===== config.mk =====
export PLATFORM = sky130hd
export DESIGN_NAME = center_pwm_flat
export DESIGN_NICKNAME = d
export VERILOG_FILES = /design/src/rtl/pwm_pkg.sv /design/src/rtl/center_pwm_if.sv /design/src/rtl/pwm_deadband.sv /design/src/rtl/center_pwm.sv /design/src/flat_wrapper.sv
export SDC_FILE = /design/constraint.sdc
export NUM_CORES = 1
export LEC_CHECK = 0
export ABC_AREA = 1
export CELL_PAD_IN_SITES_DETAIL_PLACEMENT = 1
export CELL_PAD_IN_SITES_GLOBAL_PLACEMENT = 1
export CORE_ASPECT_RATIO = 1.5
export CORE_MARGIN = 5
export CORE_UTILIZATION = 30
export DETAILED_ROUTE_END_ITERATION = 6
export PLACE_DENSITY_LB_ADDON = 0.1
export RECOVER_POWER = 100
export SYNTH_ARGS = -nofsm -noshare
export SYNTH_HDL_FRONTEND = slang
export SYNTH_SLANG_ARGS = --single-unit
export TNS_END_PERCENT = 50

===== constraint.sdc =====
create_clock -name clk -period 2.1 [get_ports clk]
set_input_delay 0.42 -clock clk [delete_from_list [all_inputs] [get_ports clk]]
set_output_delay 0.42 -clock clk [all_outputs]
set_load 0.02 [all_outputs]

===== src/rtl/pwm_pkg.sv =====
// Shared types and default widths for the center-aligned PWM output stage.
package pwm_pkg;

    localparam int CW_DEF  = 32;
    localparam int DTW_DEF = 8;

    typedef enum logic [2:0] {
        OFF,
        LOW_ON,
        DT_H,
        HIGH_ON,
        DT_L
    } db_state_e;

endpackage


===== src/rtl/center_pwm_if.sv =====
// Compare-value write channel: valid/ready transfer of a new duty compare value.
interface center_pwm_if
    import pwm_pkg::*;
#(
    parameter int CW = CW_DEF
);

    logic [CW-1:0] cmp_wdata;
    logic          cmp_wvld;
    logic          cmp_wrdy;

    modport master (output cmp_wdata, output cmp_wvld, input  cmp_wrdy);
    modport slave  (input  cmp_wdata, input  cmp_wvld, output cmp_wrdy);

endinterface


===== src/rtl/pwm_deadband.sv =====
// Dead-band state machine: turns the raw compare result into a non-overlapping
// high-side/low-side pair with a programmable gap between the two.
module pwm_deadband
    import pwm_pkg::*;
#(
    parameter int DTW = DTW_DEF
)
(
    input  logic           clk,
    input  logic           rst_n,
    input  logic           en,
    input  logic           raw,
    input  logic [DTW-1:0] dead_cfg,
    output logic           pwm_h,
    output logic           pwm_l
);

    db_state_e      state;
    db_state_e      state_nxt;
    logic [DTW-1:0] dt_cnt;
    logic [DTW-1:0] dt_nxt;
    logic           dead_zero;

    assign dead_zero = (dead_cfg == '0);

    always_comb begin
        // NOTE: every combinational output gets a default first, so no path leaves it unassigned and no latch is inferred.
        state_nxt = state;
        dt_nxt    = dt_cnt;
        if (!en) begin
            state_nxt = OFF;
            dt_nxt    = '0;
        end else begin
            case (state)
                OFF, LOW_ON, HIGH_ON: begin
                    if (raw && state != HIGH_ON) begin
                        state_nxt = dead_zero ? HIGH_ON : DT_H;
                        dt_nxt    = dead_cfg;
                    end else if (!raw && state != LOW_ON) begin
                        state_nxt = dead_zero ? LOW_ON : DT_L;
                        dt_nxt    = dead_cfg;
                    end
                end
                DT_H: begin
                    if (!raw) begin
                        // Edge reversed mid-gap: restart the full gap toward the low side.
                        state_nxt = dead_zero ? LOW_ON : DT_L;
                        dt_nxt    = dead_cfg;
                    end else if (dt_cnt <= DTW'(1)) begin
                        state_nxt = HIGH_ON;
                        dt_nxt    = '0;
                    end else begin
                        dt_nxt    = dt_cnt - DTW'(1);
                    end
                end
                DT_L: begin
                    if (raw) begin
                        state_nxt = dead_zero ? HIGH_ON : DT_H;
                        dt_nxt    = dead_cfg;
                    end else if (dt_cnt <= DTW'(1)) begin
                        state_nxt = LOW_ON;
                        dt_nxt    = '0;
                    end else begin
                        dt_nxt    = dt_cnt - DTW'(1);
                    end
                end
                default: begin
                    state_nxt = OFF;
                    dt_nxt    = '0;
                end
            endcase
        end
    end

    // Outputs decode the next state so they line up with the state register.
    always_ff @(posedge clk or negedge rst_n) begin
        if (!rst_n) begin
            state  <= OFF;
            dt_cnt <= '0;
            pwm_h  <= 1'b0;
            pwm_l  <= 1'b0;
        end else begin
            state  <= state_nxt;
            dt_cnt <= dt_nxt;
            pwm_h  <= (state_nxt == HIGH_ON);
            pwm_l  <= (state_nxt == LOW_ON);
        end
    end

endmodule


===== src/rtl/center_pwm.sv =====
// Center-aligned PWM: valley detect on the triangle count, double-buffered
// compare value, and a dead-band driven complementary output pair.
module center_pwm
    import pwm_pkg::*;
#(
    parameter int CW  = CW_DEF,
    parameter int DTW = DTW_DEF
)
(
    input  logic           clk,
    input  logic           rst_n,
    input  logic           en,
    input  logic [CW-1:0]  cnt,
    center_pwm_if.slave    cmp_if,
    input  logic [DTW-1:0] dead_cfg,
    output logic           pwm_h,
    output logic           pwm_l,
    output logic           valley_pls
);

    logic          en_d;
    logic [CW-1:0] cnt_d;
    logic          valley;
    logic [CW-1:0] pend;
    logic [CW-1:0] active;
    logic          pend_vld;
    logic          wr_xfer;
    logic          raw;

    // The timer holds zero for two cycles at enable; the previous-sample terms
    // make that pair count as a single valley.
    assign valley = en & (cnt == '0) & (~en_d | (cnt_d != '0));

    assign cmp_if.cmp_wrdy = ~pend_vld;
    assign wr_xfer         = cmp_if.cmp_wvld & ~pend_vld;
    assign raw             = en & (cnt < active);

    always_ff @(posedge clk or negedge rst_n) begin
        if (!rst_n) begin
            en_d       <= 1'b0;
            cnt_d      <= '0;
            valley_pls <= 1'b0;
        end else begin
            // NOTE: sequential state uses non-blocking assignments so every register samples pre-edge values.
            en_d       <= en;
            cnt_d      <= cnt;
            valley_pls <= valley;
        end
    end

    // A write accepted needs ~pend_vld and a swap needs pend_vld, so the two
    // never collide; a write landing in a valley waits for the next one.
    always_ff @(posedge clk or negedge rst_n) begin
        if (!rst_n) begin
            pend     <= '0;
            pend_vld <= 1'b0;
            active   <= '0;
        end else if (wr_xfer) begin
            pend     <= cmp_if.cmp_wdata;
            pend_vld <= 1'b1;
        end else if (valley && pend_vld) begin
            active   <= pend;
            pend_vld <= 1'b0;
        end
    end

    pwm_deadband #(
        .DTW (DTW)
    ) u_deadband (
        .clk      (clk),
        .rst_n    (rst_n),
        .en       (en),
        .raw      (raw),
        .dead_cfg (dead_cfg),
        .pwm_h    (pwm_h),
        .pwm_l    (pwm_l)
    );

endmodule


===== src/flat_wrapper.sv =====
// flat-port wrapper written by rule: the top's interface ports become plain ports
module center_pwm_flat import pwm_pkg::*;
#(
    parameter int CW  = CW_DEF,
    parameter int DTW = DTW_DEF
)
  (clk, rst_n, en, cnt, dead_cfg, pwm_h, pwm_l, valley_pls, cmp_if_cmp_wdata, cmp_if_cmp_wvld, cmp_if_cmp_wrdy);
  center_pwm_if #(.CW(CW)) cmp_if_i ();
  input  logic clk;
  input  logic rst_n;
  input  logic en;
  input  logic [CW-1:0] cnt;
  input  logic [DTW-1:0] dead_cfg;
  output logic pwm_h;
  output logic pwm_l;
  output logic valley_pls;
  input wire logic [$bits(cmp_if_i.cmp_wdata)-1:0] cmp_if_cmp_wdata;
  input wire logic [$bits(cmp_if_i.cmp_wvld)-1:0] cmp_if_cmp_wvld;
  output wire logic [$bits(cmp_if_i.cmp_wrdy)-1:0] cmp_if_cmp_wrdy;
  assign cmp_if_i.cmp_wdata = cmp_if_cmp_wdata;
  assign cmp_if_i.cmp_wvld = cmp_if_cmp_wvld;
  assign cmp_if_cmp_wrdy = cmp_if_i.cmp_wrdy;
  center_pwm #(.CW(CW), .DTW(DTW)) u_core (.clk(clk), .rst_n(rst_n), .en(en), .cnt(cnt), .cmp_if(cmp_if_i), .dead_cfg(dead_cfg), .pwm_h(pwm_h), .pwm_l(pwm_l), .valley_pls(valley_pls));
endmodule

==> results of run 1 <==
[metal layers]
layer  part of all wire  vias to the layer above
li1                   -                     2325
met1               0.40                     2305
met2               0.55                       74
met3              0.024                       31
met4              0.028                        0
met5                  0                        -
[worst max-delay path by stage]
stage                                              endpoint                          start  slack [ns]  cells after the start
finish              u_core.u_deadband.dt_cnt[5]$_DFFE_PN0P_  u_core.active[31]$_DFFE_PN0P_       -0.02                     14
global route        u_core.u_deadband.dt_cnt[1]$_DFFE_PN0P_  u_core.active[30]$_DFFE_PN0P_       -0.17                     14
CTS                 u_core.u_deadband.dt_cnt[5]$_DFFE_PN0P_   u_core.active[5]$_DFFE_PN0P_       -0.05                     15
detailed placement        u_core.u_deadband.pwm_h$_DFF_PN0_                         cnt[5]       -0.69                     15
global placement          u_core.u_deadband.pwm_l$_DFF_PN0_                        cnt[13]       -0.64                     13
floorplan           u_core.u_deadband.dt_cnt[6]$_DFFE_PN0P_                         cnt[5]        0.11                     15
[report_power, final]
| group | leakage, uW | switching, uW | internal [uW] | total, uW |
|---|---|---|---|---|
| Clock | 0.000160 | 846 | 1070 | 1910 |
| Combinational | 0.00210 | 559 | 435 | 993 |
| Sequential | 0.00136 | 68.7 | 2280 | 2340 |
| Total | 0.00362 | 1470 | 3780 | 5250 |
[cells in the mapped netlist, types with 2 or more instances]
| cell type | count | area, sq um |
|---|---|---|
| a21oi_1 | 44 | 220 |
| buf_2 | 7 | 35.0 |
| buf_6 | 4 | 45.0 |
| clkbuf_1 | 6 | 22.5 |
| clkbuf_2 | 2 | 10.0 |
| dfrtp_1 | 112 | 2800 |
| ha_1 | 33 | 413 |
| inv_1 | 94 | 353 |
| mux2_2 | 6 | 67.6 |
| nand2_1 | 129 | 484 |
| nand3_1 | 64 | 320 |
| nand4_1 | 8 | 50.1 |
| nor2_1 | 48 | 180 |
| nor2_2 | 2 | 12.5 |
| nor3_1 | 5 | 25.0 |
| nor4_1 | 16 | 100 |
| o211ai_1 | 2 | 15.0 |
| o21ai_0 | 29 | 145 |
| o21ai_2 | 4 | 35.0 |
[through the flow]
step | util | area [sq um] | setup TNS [ns]
2_1_floorplan | - | 5450 | 0
3_3_place_gp | 0.382 | 6850 | -21.12
3_5_place_dp | 0.382 | 6850 | -22.76
4_1_cts | 0.409 | 7330 | -0.414
5_1_grt | 0.423 | 7600 | -4.18
6_report | 0.423 | 7600 | -0.0506
[cell type report]
type | count | share of cell area
Multi-Input combinational cell | 402 | 0.330
Sequential cell | 112 | 0.369
Inverter | 95 | 0.0469
Timing Repair Buffer | 149 | 0.176
Tap cell | 217 | 0.0357
Clock inverter | 6 | 0.0128
Clock buffer | 10 | 0.0301
[logic make-up (layout without fill, tap and decap cells)]
group | after synthesis | after routing | share of synthesized area
flops | 112 | 112 | 0.514
buf+inv | 115 | 260 | 0.0874
xor+xnor | 2 | 2 | 0.00321
compound gates | 84 | 84 | 0.0847
simple gates | 277 | 277 | 0.223
fa+ha+maj | 33 | 33 | 0.0757
mux | 6 | 6 | 0.0124
[registers in the layout, summed over array words and instances (netlist names)]
register	count
u_core.active	32
u_core.cnt_d	32
u_core.pend	32
u_core.u_deadband.dt_cnt	8
u_core.u_deadband.state	3
u_core.en_d	1
u_core.pend_vld	1
u_core.u_deadband.pwm_h	1
u_core.u_deadband.pwm_l	1
u_core.valley_pls	1
[repair_timing]
| action | in CTS | in global routing |
|---|---|---|
| setup buffers | 4 | 10 |
| gates cloned | 1 | 2 |
| gates resized for setup | 56 | 44 |
| pin swaps | 26 | 23 |
| endpoints found under the setup margin | 46 | 45 |
==> results.cfg, run 1 <==
[timing]
slew_violations = 30
fin_crit_sh = 1.01
fin_ws_ns = -0.0191
min_period_ns = 2.12
max_freq_mhz = 472
tightestPinTransition_ns = 1.79
setup_viol = 6
final-hold-violation-count = 0
hold_ws_ns = 0.357
fin_skew_ns = 0.00823
rsz0062_at_grt = yes
relSlewSlack = -0.196

[floorplan]
die_w_um = 120
dieArea_sq_mm = 0.0210
core_sq_mm = 0.0179
start_util = 0.304
die_h_um = 175
fp-row-count = 60
io_pins = 80

[final_layout]
drive_above_1_share = 0.182
nNetsFinal = 878
final_cells = 991
syn_to_final_growth_pct = 39.3
diodes = 0
multi_input_area_sq_mm = 0.00251
seq_area_sq_mm = 0.00280
final_common_cell = nand2_1
layout_common_cells = nand2_1, dfrtp_1, inv_1
fill_cells = 2087

[global_route]
use_met1 = 0.180
use_met3 = 0.0227
grt_first_pass_wirelength_mm = 26.7
grt_pass1_vias = 5291
antenna_found_initial = 0
grtUsageTotal = 0.162
grtUsageMet2 = 0.305
grt.busiest_layer = met2
grt.overflow.total = 0
grt_max_degree = 46

[power_and_ir_drop]
leakagePower_uw = 0.00362
power.density_mw_per_mm2 = 691
max-vdd-ir-drop_v = 0.000420
p_total_uw = 5250

[placement]
pre_cts_slack_ns = -0.686
port_buffers = 79
place_congestion = 0.828
post-place-cells = 959
dpl.hpwl_mm = 12.4

[detailed_routing]
final_antenna_net_count = 0
first_iter_violations = 128
vias = 4735
routed_wirelength_mm = 16.5
drc = 0
first_pass_iters = 4
vias_per_cell = 4.78
wl_per_cell_um = 16.6

[cts]
clkTransAtPathRegs_ns = 0.08
cts_sinks = 112
cts_buffer_depth = 2
cts_max_level = 3
clock_latency_ns = 0.35
clockRootBuffer = clkbuf_16
postCtsHoldBufs = 0
cts_tree = yes
cts_buffers = 9

[critical_path]
cp_slowest_stage_delay_ns = 0.36
required_ns = 2.35
cp_common_cell = nor2_4
reg2reg_depth = 14
crit_fanout = 8
cp_top_family = simple AND/OR/NAND/NOR gates
r2r-end = u_core.u_deadband.dt_cnt[5]$_DFFE_PN0P_
critPathBufInv = 2
cp-start-kind = register
crit_type = register to register
path_cells = inv_2, ha_4, nand2_4, nor2_4, nand4_1, a21oi_2, nor2_4, nand3_2, nand2_2, a21oi_4, nor2_4, buf_12, nand2_1, nand2_1
critical_path_arrival_ns = 2.37
crit_path_top_delay_cell = dfrtp_1
worstReg2RegStart = u_core.active[31]$_DFFE_PN0P_
r2r_slack_ns = -0.02
cp-end-kind = register

[synthesis]
synthArstFlopShare = 1.00
syn-mean-instance-area_sq_um = 8.67
synth.distinct_cells = 33
synth-seq-cells = 112
ys.flop_type = dfrtp_1
synthesis.area_sq_mm = 0.00545
syn_nets = 738
synth_cells = 629
ys_seq_area_frac = 0.514
synth-edff-count = 0
yosys_warnings = 0

[hold_path]
hp-class = primary input to register
hold_end = u_core.cnt_d[28]$_DFF_PN0_
hp-start = cnt[28]
holdPathStages = 1

[flow_run]
maxCapViolCount = 1

[outcome]
status = complete, but fails checks
violations = capacitance limit, slew limit, setup timing
(Power assumes the default switching activity.)
==> inputs of run 2 (changes only) <==
--- a/config.mk
+++ b/config.mk
@@ -6,13 +6,14 @@
 export NUM_CORES = 1
 export LEC_CHECK = 0
 export ABC_AREA = 1
-export CELL_PAD_IN_SITES_DETAIL_PLACEMENT = 1
-export CELL_PAD_IN_SITES_GLOBAL_PLACEMENT = 1
+export CELL_PAD_IN_SITES_DETAIL_PLACEMENT = 2
+export CELL_PAD_IN_SITES_GLOBAL_PLACEMENT = 2
 export CORE_ASPECT_RATIO = 1.5
 export CORE_MARGIN = 5
 export CORE_UTILIZATION = 30
 export DETAILED_ROUTE_END_ITERATION = 6
-export PLACE_DENSITY_LB_ADDON = 0.1
+export GPL_TIMING_DRIVEN = 0
+export PLACE_DENSITY_LB_ADDON = 0.15
 export RECOVER_POWER = 100
 export SYNTH_ARGS = -nofsm -noshare
 export SYNTH_HDL_FRONTEND = slang
==> run 2 against run 1 <==
Compared with the run above:
- the run ends with setup timing left
- global-route usage is 0.17 points higher
- clock skew is 0.0040 ns higher
- maximum frequency is 7.4% lower
- sequential power hardly changed
- total power is 4.2% lower
- critical path type unchanged
- critical endpoint is now u_core.u_deadband.dt_cnt[4]$_DFFE_PN0P_
- largest cell class unchanged
- largest power group unchanged
==> results.cfg, run 2 (same netlist as run 1, synthesis figures left out) <==
[floorplan]
io_pins = 80
start_util = 0.304
die_h_um = 175
fp-row-count = 60
dieArea_sq_mm = 0.0210
core_sq_mm = 0.0179
die_w_um = 120

[final_layout]
seq_area_sq_mm = 0.00280
final_common_cell = nand2_1
reg_top3 = u_core.active x32, u_core.cnt_d x32, u_core.pend x32
post-route-util = 0.411
multi_input_area_sq_mm = 0.00250
fill_cells = 1985
drive_above_1_share = 0.172
diodes = 0
layout_common_cells = nand2_1, dfrtp_1, inv_1
nNetsFinal = 847
syn_to_final_growth_pct = 35.1

[outcome]
violations = setup timing
status = complete, but fails checks

[placement]
pre_cts_slack_ns = -1.03
place_congestion = 0.824
dpl.hpwl_mm = 12.9
port_buffers = 79

[cts]
clockRootBuffer = clkbuf_16
clkTransAtPathRegs_ns = 0.08
cts_sinks = 112
clock_latency_ns = 0.36
cts_buffers = 9
cts_max_level = 3
cts_buffer_depth = 2
cts_tree = yes

[global_route]
grt_first_pass_wirelength_mm = 27.3
antenna_found_initial = 0
grt_max_degree = 67
grt_pass1_vias = 5411
grt.overflow.total = 0
grtUsageTotal = 0.164

[critical_path]
r2r_slack_ns = -0.19
cp-end-kind = register
cp_slowest_stage_delay_ns = 0.38
crit_path_top_delay_cell = dfrtp_1
crit_type = register to register
path_cells = inv_2, ha_4, nand2_4, nor2_4, nand4_1, a21oi_2, nor2_2, buf_6, nand2_8, buf_8, nand2_1, nand3_1, nand3_2, nand2_1, nand2_1
reg2reg_depth = 15
critical_path_arrival_ns = 2.53
cp_common_cell = nand2_1
crit_fanout = 8
worstReg2RegStart = u_core.active[31]$_DFFE_PN0P_
r2r-end = u_core.u_deadband.dt_cnt[4]$_DFFE_PN0P_
required_ns = 2.34
cp-start-kind = register

[timing]
relSlewSlack = 0.178
fin_skew_ns = 0.0122
tightestPinTransition_ns = 1.23
slew_violations = 0
setup_viol = 12
fin_crit_sh = 1.09
fin_ws_ns = -0.189
rsz0062_at_grt = yes
final-hold-violation-count = 0
min_period_ns = 2.29
max_freq_mhz = 437

[detailed_routing]
vias = 4748
first_pass_iters = 4
first_iter_violations = 122
drc = 0
final_antenna_net_count = 0
wl_per_cell_um = 17.8
vias_per_cell = 4.95
routed_wirelength_mm = 17.1

[power_and_ir_drop]
power.density_mw_per_mm2 = 683
leakagePower_uw = 0.00352
max-vdd-ir-drop_v = 0.000330
p_total_uw = 5030

[flow_run]
maxCapViolCount = 0

[hold_path]
hp-class = primary input to async pin
## run 2: report_power, final
part / leakage, uW / internal [uW] / total, uW / switching, uW
sequential: 0.00136 / 2280 / 2340 / 62.5
combinational: 0.00202 / 400 / 1010 / 608
clock: 0.000137 / 855 / 1680 / 829
total: 0.00352 / 3530 / 5030 / 1500
## run 2: worst max-delay path by stage
stage,startpoint,end,slack [ns],cells past startpoint
final,u_core.active[31]$_DFFE_PN0P_,u_core.u_deadband.dt_cnt[4]$_DFFE_PN0P_,-0.19,15
after global routing,u_core.active[31]$_DFFE_PN0P_,u_core.u_deadband.dt_cnt[4]$_DFFE_PN0P_,-0.28,15
after CTS,u_core.active[28]$_DFFE_PN0P_,u_core.u_deadband.pwm_h$_DFF_PN0_,-0.21,15
after detailed placement,cnt[5],u_core.u_deadband.dt_cnt[5]$_DFFE_PN0P_,-1.03,14
after global placement,rst_n,u_core.pend_vld$_DFFE_PN0P_,-3.79,1
after floorplan,cnt[5],u_core.u_deadband.dt_cnt[6]$_DFFE_PN0P_,0.11,15
## run 2: through the flow
step	std cells	cell area, sq um	TNS, ns	hold WS, ns
after floorplan	629	5450	0	0.124
after global placement	925	6520	-457.90	0.456
after detailed placement	926	6540	-39.27	0.393
after CTS	954	7180	-2.08	0.00383
after global routing	960	7370	-7.19	0.346
final	960	7370	-1.68	0.312
## run 2: layout make-up
cell class,count,share of cell area
Inverter,95,0.0484
Clock buffer,10,0.0324
Buffer,19,0.0214
Tap cell,217,0.0369
Clock inverter,6,0.00713
Sequential cell,112,0.380
Multi-Input combinational cell,402,0.340
Timing Repair Buffer,99,0.133
## run 2: repair_timing
action	CTS	global route
pin swaps	40	20
cloned	2	1
setup buffers	10	6
resized for setup	91	39
setup endpoints to repair	59	47
hold buffers	0	0
## run 2: layer usage
metal	GRT usage	up-vias	wire length, um
li1	-	2259	-
met1	0.173	2401	6380
met2	0.324	67	9940
met3	0.0256	21	421
met4	0.0540	0	317
met5	0	-	0
## run 2: worst max-delay path, delay by kind of cell, from the launching register on
| family | cells | cell delay [ns] |
|---|---|---|
| and+or+nand+nor | 10 | 1.00 |
| buffers and inverters | 3 | 0.32 |
| adders and majority gates | 1 | 0.28 |
| AOI/OAI and AO/OA | 1 | 0.20 |
| DFF | 1 | 0.38 |
==> inputs of run 3 (changes only) <==
--- a/config.mk
+++ b/config.mk
@@ -6,6 +6,7 @@
 export NUM_CORES = 1
 export LEC_CHECK = 0
 export ABC_AREA = 1
+export ABC_CLOCK_PERIOD_IN_PS = 2100
 export CELL_PAD_IN_SITES_DETAIL_PLACEMENT = 2
 export CELL_PAD_IN_SITES_GLOBAL_PLACEMENT = 2
 export CORE_ASPECT_RATIO = 1.5
==> results of run 3 <==
Final layout, timing and power as in run 2 (identical DEF).
